`src/rtl/adc733_pkg.sv`:
```
// adc733_pkg: shared constants and types for the adc733 frame collector slice.
//   ADC733_NUM_CH / ADC733_DW : default channel count and sample width
//   adc733_sample_t           : one deserialized sample word
//   wr_state_t                : writer FSM states
package adc733_pkg;
  localparam int ADC733_NUM_CH = 6;
  localparam int ADC733_DW     = 16;

  typedef logic [ADC733_DW-1:0] adc733_sample_t;

  typedef enum logic [1:0] {
    WAIT_SYNC = 2'd0,
    COLLECT   = 2'd1,
    DROP      = 2'd2
  } wr_state_t;
endpackage

```
`src/rtl/adc733_frame_bank.sv`:
```
// adc733_frame_bank: two-bank frame store with full flags.
//   clk, rst_l        : clock, async active-low reset (clears data and flags)
//   wr_en/wr_buf/wr_ch/wr_data : sample write port
//   set_full          : mark bank wr_buf full (frame complete)
//   rd_buf/rd_ch      : read select; rd_data is a pure mux of registers
//   clr_full          : mark bank rd_buf empty (frame drained)
//   full              : per-bank full flags
module adc733_frame_bank
  import adc733_pkg::*;
#(
  parameter int NUM_CH = ADC733_NUM_CH,
  parameter int DW     = ADC733_DW,
  parameter int CHW    = 3
) (
  input  logic           clk,
  input  logic           rst_l,
  input  logic           wr_en,
  input  logic           wr_buf,
  input  logic [CHW-1:0] wr_ch,
  input  logic [DW-1:0]  wr_data,
  input  logic           set_full,
  input  logic           rd_buf,
  input  logic [CHW-1:0] rd_ch,
  input  logic           clr_full,
  output logic [DW-1:0]  rd_data,
  output logic [1:0]     full
);

  logic [1:0][NUM_CH-1:0][DW-1:0] mem;

  // Writer and reader never touch the same bank's flag in one cycle:
  // the writer only sets a bank it just filled, the reader only clears
  // the bank it is draining, and a bank cannot be both.
  always_ff @(posedge clk or negedge rst_l) begin
    if (!rst_l) begin
      mem  <= '0;
      full <= '0;
    end else begin
      if (wr_en)    mem[wr_buf][wr_ch] <= wr_data;
      if (set_full) full[wr_buf]       <= 1'b1;
      if (clr_full) full[rd_buf]       <= 1'b0;
    end
  end

  assign rd_data = mem[rd_buf][rd_ch];

endmodule

```
`src/rtl/adc733_frame_collector.sv`:
```
// adc733_frame_collector: re-aligns the adc733 sample stream to SYNC,
// assembles NUM_CH-sample frames into two banks and replays them on a
// valid/ready stream.
//   clk, rst_l            : clock, async active-low reset
//   sync                  : frame-restart pulse
//   smp_data, smp_valid   : incoming samples (no backpressure)
//   out_data/out_ch/out_last/out_valid/out_ready : word stream
//   ovf, ovf_clr          : sticky whole-frame drop flag and its clear
//   aligned               : first sync seen since reset
//   out_seq (optional)    : per-frame sequence number, present when
//                           ADC733_FRAME_SEQ_EN is defined
module adc733_frame_collector
  import adc733_pkg::*;
#(
  parameter int NUM_CH = ADC733_NUM_CH,
  parameter int DW     = ADC733_DW
) (
  input  logic          clk,
  input  logic          rst_l,
  input  logic          sync,
  input  logic [DW-1:0] smp_data,
  input  logic          smp_valid,
  output logic [DW-1:0] out_data,
  output logic [2:0]    out_ch,
  output logic          out_last,
  output logic          out_valid,
  input  logic          out_ready,
`ifdef ADC733_FRAME_SEQ_EN
  output logic [7:0]    out_seq,
`endif
  output logic          ovf,
  input  logic          ovf_clr,
  output logic          aligned
);

  localparam int CHW = 3;
  localparam logic [CHW-1:0] LAST_CH = CHW'(NUM_CH - 1);

  wr_state_t      state, state_n;
  logic [CHW-1:0] wr_ch, wr_ch_n, eff_ch;
  logic           wr_buf, wr_buf_n;
  logic           wr_en, set_full, ovf_set;
  logic [CHW-1:0] rd_ch;
  logic           rd_buf;
  logic [1:0]     full;
  logic           hs, rd_last, clr_full;
`ifdef ADC733_FRAME_SEQ_EN
  logic           frame_done;
  logic [7:0]     seq_cnt;
  logic [1:0][7:0] seq_bank;
`endif

  // ---------------- writer ----------------
  always_ff @(posedge clk or negedge rst_l) begin
    if (!rst_l) begin
      state   <= WAIT_SYNC;
      wr_ch   <= '0;
      wr_buf  <= 1'b0;
      aligned <= 1'b0;
      ovf     <= 1'b0;
    end else begin
      state  <= state_n;
      wr_ch  <= wr_ch_n;
      wr_buf <= wr_buf_n;
      if (sync)         aligned <= 1'b1;
      if (ovf_set)      ovf     <= 1'b1;
      else if (ovf_clr) ovf     <= 1'b0;
    end
  end

  // A sync restarts the frame; a sample arriving with it is channel 0.
  assign eff_ch = sync ? '0 : wr_ch;

  always_comb begin
    state_n  = state;
    wr_ch_n  = wr_ch;
    wr_buf_n = wr_buf;
    wr_en    = 1'b0;
    set_full = 1'b0;
    ovf_set  = 1'b0;
`ifdef ADC733_FRAME_SEQ_EN
    frame_done = 1'b0;
`endif
    if (sync) begin
      state_n = COLLECT;
      wr_ch_n = '0;
    end
    if (smp_valid && (sync || state != WAIT_SYNC)) begin
      if (!sync && state == DROP) begin
        // Dropped frame: just count channels until the frame boundary.
        if (wr_ch == LAST_CH) begin
          state_n = COLLECT;
          wr_ch_n = '0;
`ifdef ADC733_FRAME_SEQ_EN
          frame_done = 1'b1;
`endif
        end else begin
          wr_ch_n = wr_ch + CHW'(1);
        end
      end else if (eff_ch == '0 && full[wr_buf]) begin
        // No free bank at frame start: drop the whole frame.
        state_n = DROP;
        wr_ch_n = CHW'(1);
        ovf_set = 1'b1;
      end else begin
        wr_en = 1'b1;
        if (eff_ch == LAST_CH) begin
          set_full = 1'b1;
          wr_buf_n = ~wr_buf;
          wr_ch_n  = '0;
`ifdef ADC733_FRAME_SEQ_EN
          frame_done = 1'b1;
`endif
        end else begin
          wr_ch_n = eff_ch + CHW'(1);
        end
      end
    end
  end

  // ---------------- bank store ----------------
  adc733_frame_bank #(
    .NUM_CH (NUM_CH),
    .DW     (DW),
    .CHW    (CHW)
  ) u_bank (
    .clk      (clk),
    .rst_l    (rst_l),
    .wr_en    (wr_en),
    .wr_buf   (wr_buf),
    .wr_ch    (eff_ch),
    .wr_data  (smp_data),
    .set_full (set_full),
    .rd_buf   (rd_buf),
    .rd_ch    (rd_ch),
    .clr_full (clr_full),
    .rd_data  (out_data),
    .full     (full)
  );

  // ---------------- reader ----------------
  assign out_valid = full[rd_buf];
  assign out_ch    = rd_ch;
  assign rd_last   = (rd_ch == LAST_CH);
  assign out_last  = rd_last;
  assign hs        = out_valid & out_ready;
  assign clr_full  = hs & rd_last;

  always_ff @(posedge clk or negedge rst_l) begin
    if (!rst_l) begin
      rd_ch  <= '0;
      rd_buf <= 1'b0;
    end else if (hs) begin
      if (rd_last) begin
        rd_ch  <= '0;
        rd_buf <= ~rd_buf;
      end else begin
        rd_ch  <= rd_ch + CHW'(1);
      end
    end
  end

`ifdef ADC733_FRAME_SEQ_EN
  // Counts every completed frame, dropped ones included, so gaps in
  // out_seq expose drops. Aborted (sync-cut) frames do not count.
  always_ff @(posedge clk or negedge rst_l) begin
    if (!rst_l) begin
      seq_cnt  <= '0;
      seq_bank <= '0;
    end else begin
      if (frame_done) seq_cnt          <= seq_cnt + 8'd1;
      if (set_full)   seq_bank[wr_buf] <= seq_cnt;
    end
  end

  assign out_seq = seq_bank[rd_buf];
`endif

endmodule

```
`config.mk`:
```
export PLATFORM = sky130hd
export DESIGN_NAME = adc733_frame_collector
export DESIGN_NICKNAME = d
export VERILOG_FILES = /design/src/rtl/adc733_pkg.sv /design/src/rtl/adc733_frame_bank.sv /design/src/rtl/adc733_frame_collector.sv
export SDC_FILE = /design/constraint.sdc
export NUM_CORES = 1
export LEC_CHECK = 0
export ABC_CLOCK_PERIOD_IN_PS = 2600
export CORE_MARGIN = 1.5
export CORE_UTILIZATION = 35
export CTS_CLUSTER_DIAMETER = 80
export CTS_CLUSTER_SIZE = 20
export DETAILED_ROUTE_END_ITERATION = 10
export PLACE_DENSITY = 0.6
export SYNTH_ARGS = -nofsm -noshare
export SYNTH_HDL_FRONTEND = slang
export SYNTH_HIERARCHICAL = 1
export SYNTH_SLANG_ARGS = --single-unit
```
`constraint.sdc`:
```
create_clock -name clk -period 2.6 [get_ports clk]
set_input_delay 0.26 -clock clk [delete_from_list [all_inputs] [get_ports clk]]
set_output_delay 0.26 -clock clk [all_outputs]
set_load 0.02 [all_outputs]
```
==> qor.tcl <==
set qor(synth_area_per_cell_um2) 14.87
set qor(shortest_clock_period_the_worst_path_allows_after_layout_ps) 2538
set qor(finalWeightedCongestion) 0.7548
set qor(tritoncts) {yes}
set qor(intPower_mw) 6.890
set qor(post_synth_fa_ha_maj_area_fraction_pct) 0
set qor(worst_slew_pin_slew_ps) 507.7
set qor(yosysUniqueCellTypes) 40
set qor(syn_inst) 650
set qor(power.sequential.fraction_pct) 42.3
set qor(area_delta_synth_final_pct) 16.00
set qor(avgRoutedWirePerCell_um) 21.66
set qor(hold_viol_final) 0
set qor(postSynth.asyncResetShare_pct) 100.0
set qor(setup_repair_after_global_routing_missed_its_margin) {yes}
set qor(synth_compound_gate_area_share_pct) 3.288
set qor(die_h_um) 169.2
set qor(critical_path.max_fanout) 17
set qor(post_synthesis_register_bit_count) 206
set qor(fmaxAchievable_mhz) 394.0
set qor(hpwl_mm) 14.67
set qor(postRouteWirelength_mm) 22.70
set qor(slew-limit-headroom_pct) 66.05
set qor(number_of_enable_type_register_cells_in_the_synthesized_netlist) 0
set qor(power.static_leakage_nw) 5.099
set qor(place_area_um2) 10710
set qor(m1WireLength_mm) 10.19
set qor(p_comb_share_pct) 37.0
set qor(floorplan.die_area_um2) 28630
set qor(grt_first_pass_wirelength_mm) 36.76
set qor(syn_nets) 672
set qor(p_sw_share_pct) 32.57
set qor(ir_drop_uv) 496.2
set qor(drcViolationCount) 0
set qor(post_route_cells_drive_above_1_share_pct) 52.33
set qor(maxUsedRoutingLayer) {met4}
set qor(maximum_number_of_pins_on_one_net_before_global_route_repair) 86
set qor(cts_sinks) 206
set qor(grt_overflow_total) 0
set qor(timing.rr.start) {wr_buf}
set qor(grt_use_total_pct) 16.50
set qor(first_pass_iters) 4
set qor(yosysWarnings) 6
set qor(muxShareOfSynthArea_pct) 34.78
set qor(synth_simple_gate_area_share_pct) 4.841
set qor(final.setup_skew_ps) 18.33
set qor(vias) 5577
set qor(hp-class) {in -> async}
set qor(antenna_cells_inserted) 0
set qor(fp.coreArea_um2) 27030
set qor(syn-cell-area_um2) 9667
set qor(required_time_of_the_critical_path_ps) 2340
set qor(initial_antenna_violation_count) 0
set qor(detailedRoute.firstIterationViolations) 328
set qor(clock_tree.buffer_depth) 3
set qor(top_level_i_o_count) 45
set qor(power.share.clock_pct) 20.7
set qor(cts_inserted_buffers) 14
set qor(worst-setup-path-type) {reg -> out}
set qor(portion_of_the_clock_cycle_consumed_by_the_worst_path_in_the_final_layout_pct) 97.62
set qor(fin_max_slew_vios) 0
set qor(clkSlewWorstSetupHoldPaths_ps) 90
set qor(final_nets) 728
set qor(met3WireLength_mm) 1.119
set qor(drt.antenna.violating_nets) 0
set qor(nFillCells) 2441
set qor(finalSetupViolCount) 0
set qor(timing.critical_path.from_type) {flop}
set qor(root_buffer) {sky130_fd_sc_hd__clkbuf_16}
set qor(regArea_um2) 5160
set qor(clock_latency_ps) 480
set qor(dieWidth_um) 169.2
set qor(numPlacedInstances) 1024
set qor(layoutNonFillerInstCount) 1048
set qor(number_of_placement_rows) 60
set qor(switching_power_mw) 3.328
set qor(synth-main-ff-cell) {sky130_fd_sc_hd__dfrtp_1}
set qor(detailroute.wirelength.met2_mm) 10.93
set qor(multi_input_comb_area_um2) 4250
set qor(floorplan.initialDensity_pct) 35.77
set qor(io_buf_count) 44
set qor(timing.max_cap.violations) 0
set qor(critical_path_arrival_ps) 2280
set qor(ys_seq_area_share_pct) 53.33
set qor(cts.htree.levels) 1
set qor(final_cell_area_um2) 11210
set qor(run_status) {finished clean}
set qor(viasPerCell) 5.322
set qor(power.density_cell_area_nw_per_um2) 911.2
set qor(first_global_vias) 6213
set qor(critical_path.endpoint_type) {output port}
set qor(cp-startpoint) {rd_buf}
set qor(synth-xor-area-share_pct) 0.2718
set qor(dominant_combinational_cell_family_by_area_after_synthesis) {multiplexers}
[synth_stat cells, types with 5 or more instances]
master,number,area (µm²)
sky130_fd_sc_hd__mux4_2,32,720.7
sky130_fd_sc_hd__clkbuf_1,27,101.4
sky130_fd_sc_hd__a21oi_1,7,35.03
sky130_fd_sc_hd__dfrtp_1,206,5155
sky130_fd_sc_hd__mux2_4,20,300.3
sky130_fd_sc_hd__buf_6,5,56.30
sky130_fd_sc_hd__buf_4,10,75.07
sky130_fd_sc_hd__nor2b_1,5,31.28
sky130_fd_sc_hd__o31ai_1,16,120.1
sky130_fd_sc_hd__nand2_1,23,86.33
sky130_fd_sc_hd__o22ai_1,16,100.1
sky130_fd_sc_hd__mux2_2,207,2331
sky130_fd_sc_hd__nor2_1,21,78.83
sky130_fd_sc_hd__buf_2,10,50.05
[flip-flops by register name (all words and copies together) (netlist names)]
register     cells
aligned          1
u_bank/full      2
state            2
u_bank/mem     192
wr_buf           1
ovf              1
rd_buf           1
out_ch           3
wr_ch            3
[power groups by stage]
stage	logic (mW)	clock network (mW)	registers, mW
2_1_floorplan	2.36	0	4.24
4_1_cts	3.71	2.20	4.32
6_report	3.78	2.12	4.32
3_3_place_gp	3.72	0	4.33
5_1_grt	4.04	2.34	4.42
3_5_place_dp	3.79	0	4.39
[layer usage]
layer	global-route usage, %	vias up
li1	-	2468
met1	22.81	2948
met2	27.63	124
met3	2.309	37
met4	3.655	0
met5	0	-
[layout by cell type (no fill, tap or decap), drive strengths merged, types with 3 or more instances in the layout]
| cell | count |
|---|---|
| dfrtp | 206 |
| clkbuf | 18 |
| inv | 5 |
| or3 | 3 |
| clkdlybuf4s15 | 3 |
| nand3b | 3 |
| o31ai | 16 |
| o21ai | 3 |
| nor2b | 5 |
| nand2 | 24 |
| and3 | 4 |
| nor2 | 24 |
| mux2 | 227 |
| buf | 57 |
| clkdlybuf4s50 | 26 |
| a21oi | 7 |
| dlygate4sd2 | 4 |
| mux4 | 32 |
| o22ai | 16 |
[worst max-delay path, cell delays in order, from the launching register on]
cell and delay (ps):
sky130_fd_sc_hd__dfrtp_4 490, sky130_fd_sc_hd__buf_12 150, sky130_fd_sc_hd__buf_12 160, sky130_fd_sc_hd__mux4_2 340
sky130_fd_sc_hd__nor2_1 50, sky130_fd_sc_hd__o31ai_2 300, sky130_fd_sc_hd__clkdlybuf4s15_2 310
[metrics by stage]
| stage | setup WS (ps) | hold WS [ps] | TNS, ps | utilization (%) | power, mW |
|---|---|---|---|---|---|
| floorplan | 396.0 | -35.59 | 0 | - | 6.600 |
| global placement | 8.056 | 173.1 | 0 | 39.61 | 8.048 |
| detailed placement | -23.92 | 178.7 | -32.62 | 39.61 | 8.176 |
| CTS | -40.23 | 234.8 | -40.23 | 41.33 | 10.23 |
| global route | -8.521 | 255.6 | -10.06 | 41.49 | 10.79 |
| finish | 61.77 | 243.6 | 0 | 41.49 | 10.22 |
[logic make-up after synthesis]
group / Yosys count
mux: 260
buf+inv: 58
xor+xnor: 3
simple gates: 76
flops: 206
compound gates: 47
[final timing paths]
check                                 endpoint  slack, ps  depth (start not counted)
worst max-delay path               out_data[6]         60                          6
worst min-delay path            u_bank/mem[57]        240                          2
worst max register to register  u_bank/mem[16]        240                          7
worst min register to register         aligned        480                          1
max in group asynchronous            out_ch[0]       1570                          3
min in group clk                           ovf        380                          2
[repair_timing]
item | 4_1_cts | 5_1_grt
buffers inserted | 6 | 0
hold buffers | 1 | 0
hold endpoints to repair | 28 | 0
gates resized for setup | 66 | 16
pin swaps | 0 | 2
setup endpoints to repair | 17 | 12
[final cells by class]
| type | instances | area share (%) |
|---|---|---|
| repair buffers | 94 | 8.636 |
| flip-flops and latches | 206 | 46.02 |
| clock buffers | 15 | 3.347 |
| well taps | 341 | 3.805 |
| multi-input cells | 386 | 37.90 |
| inverters | 4 | 0.1339 |
| clock inverters | 2 | 0.1562 |
Note: power is estimated with default switching activity, not from simulation.
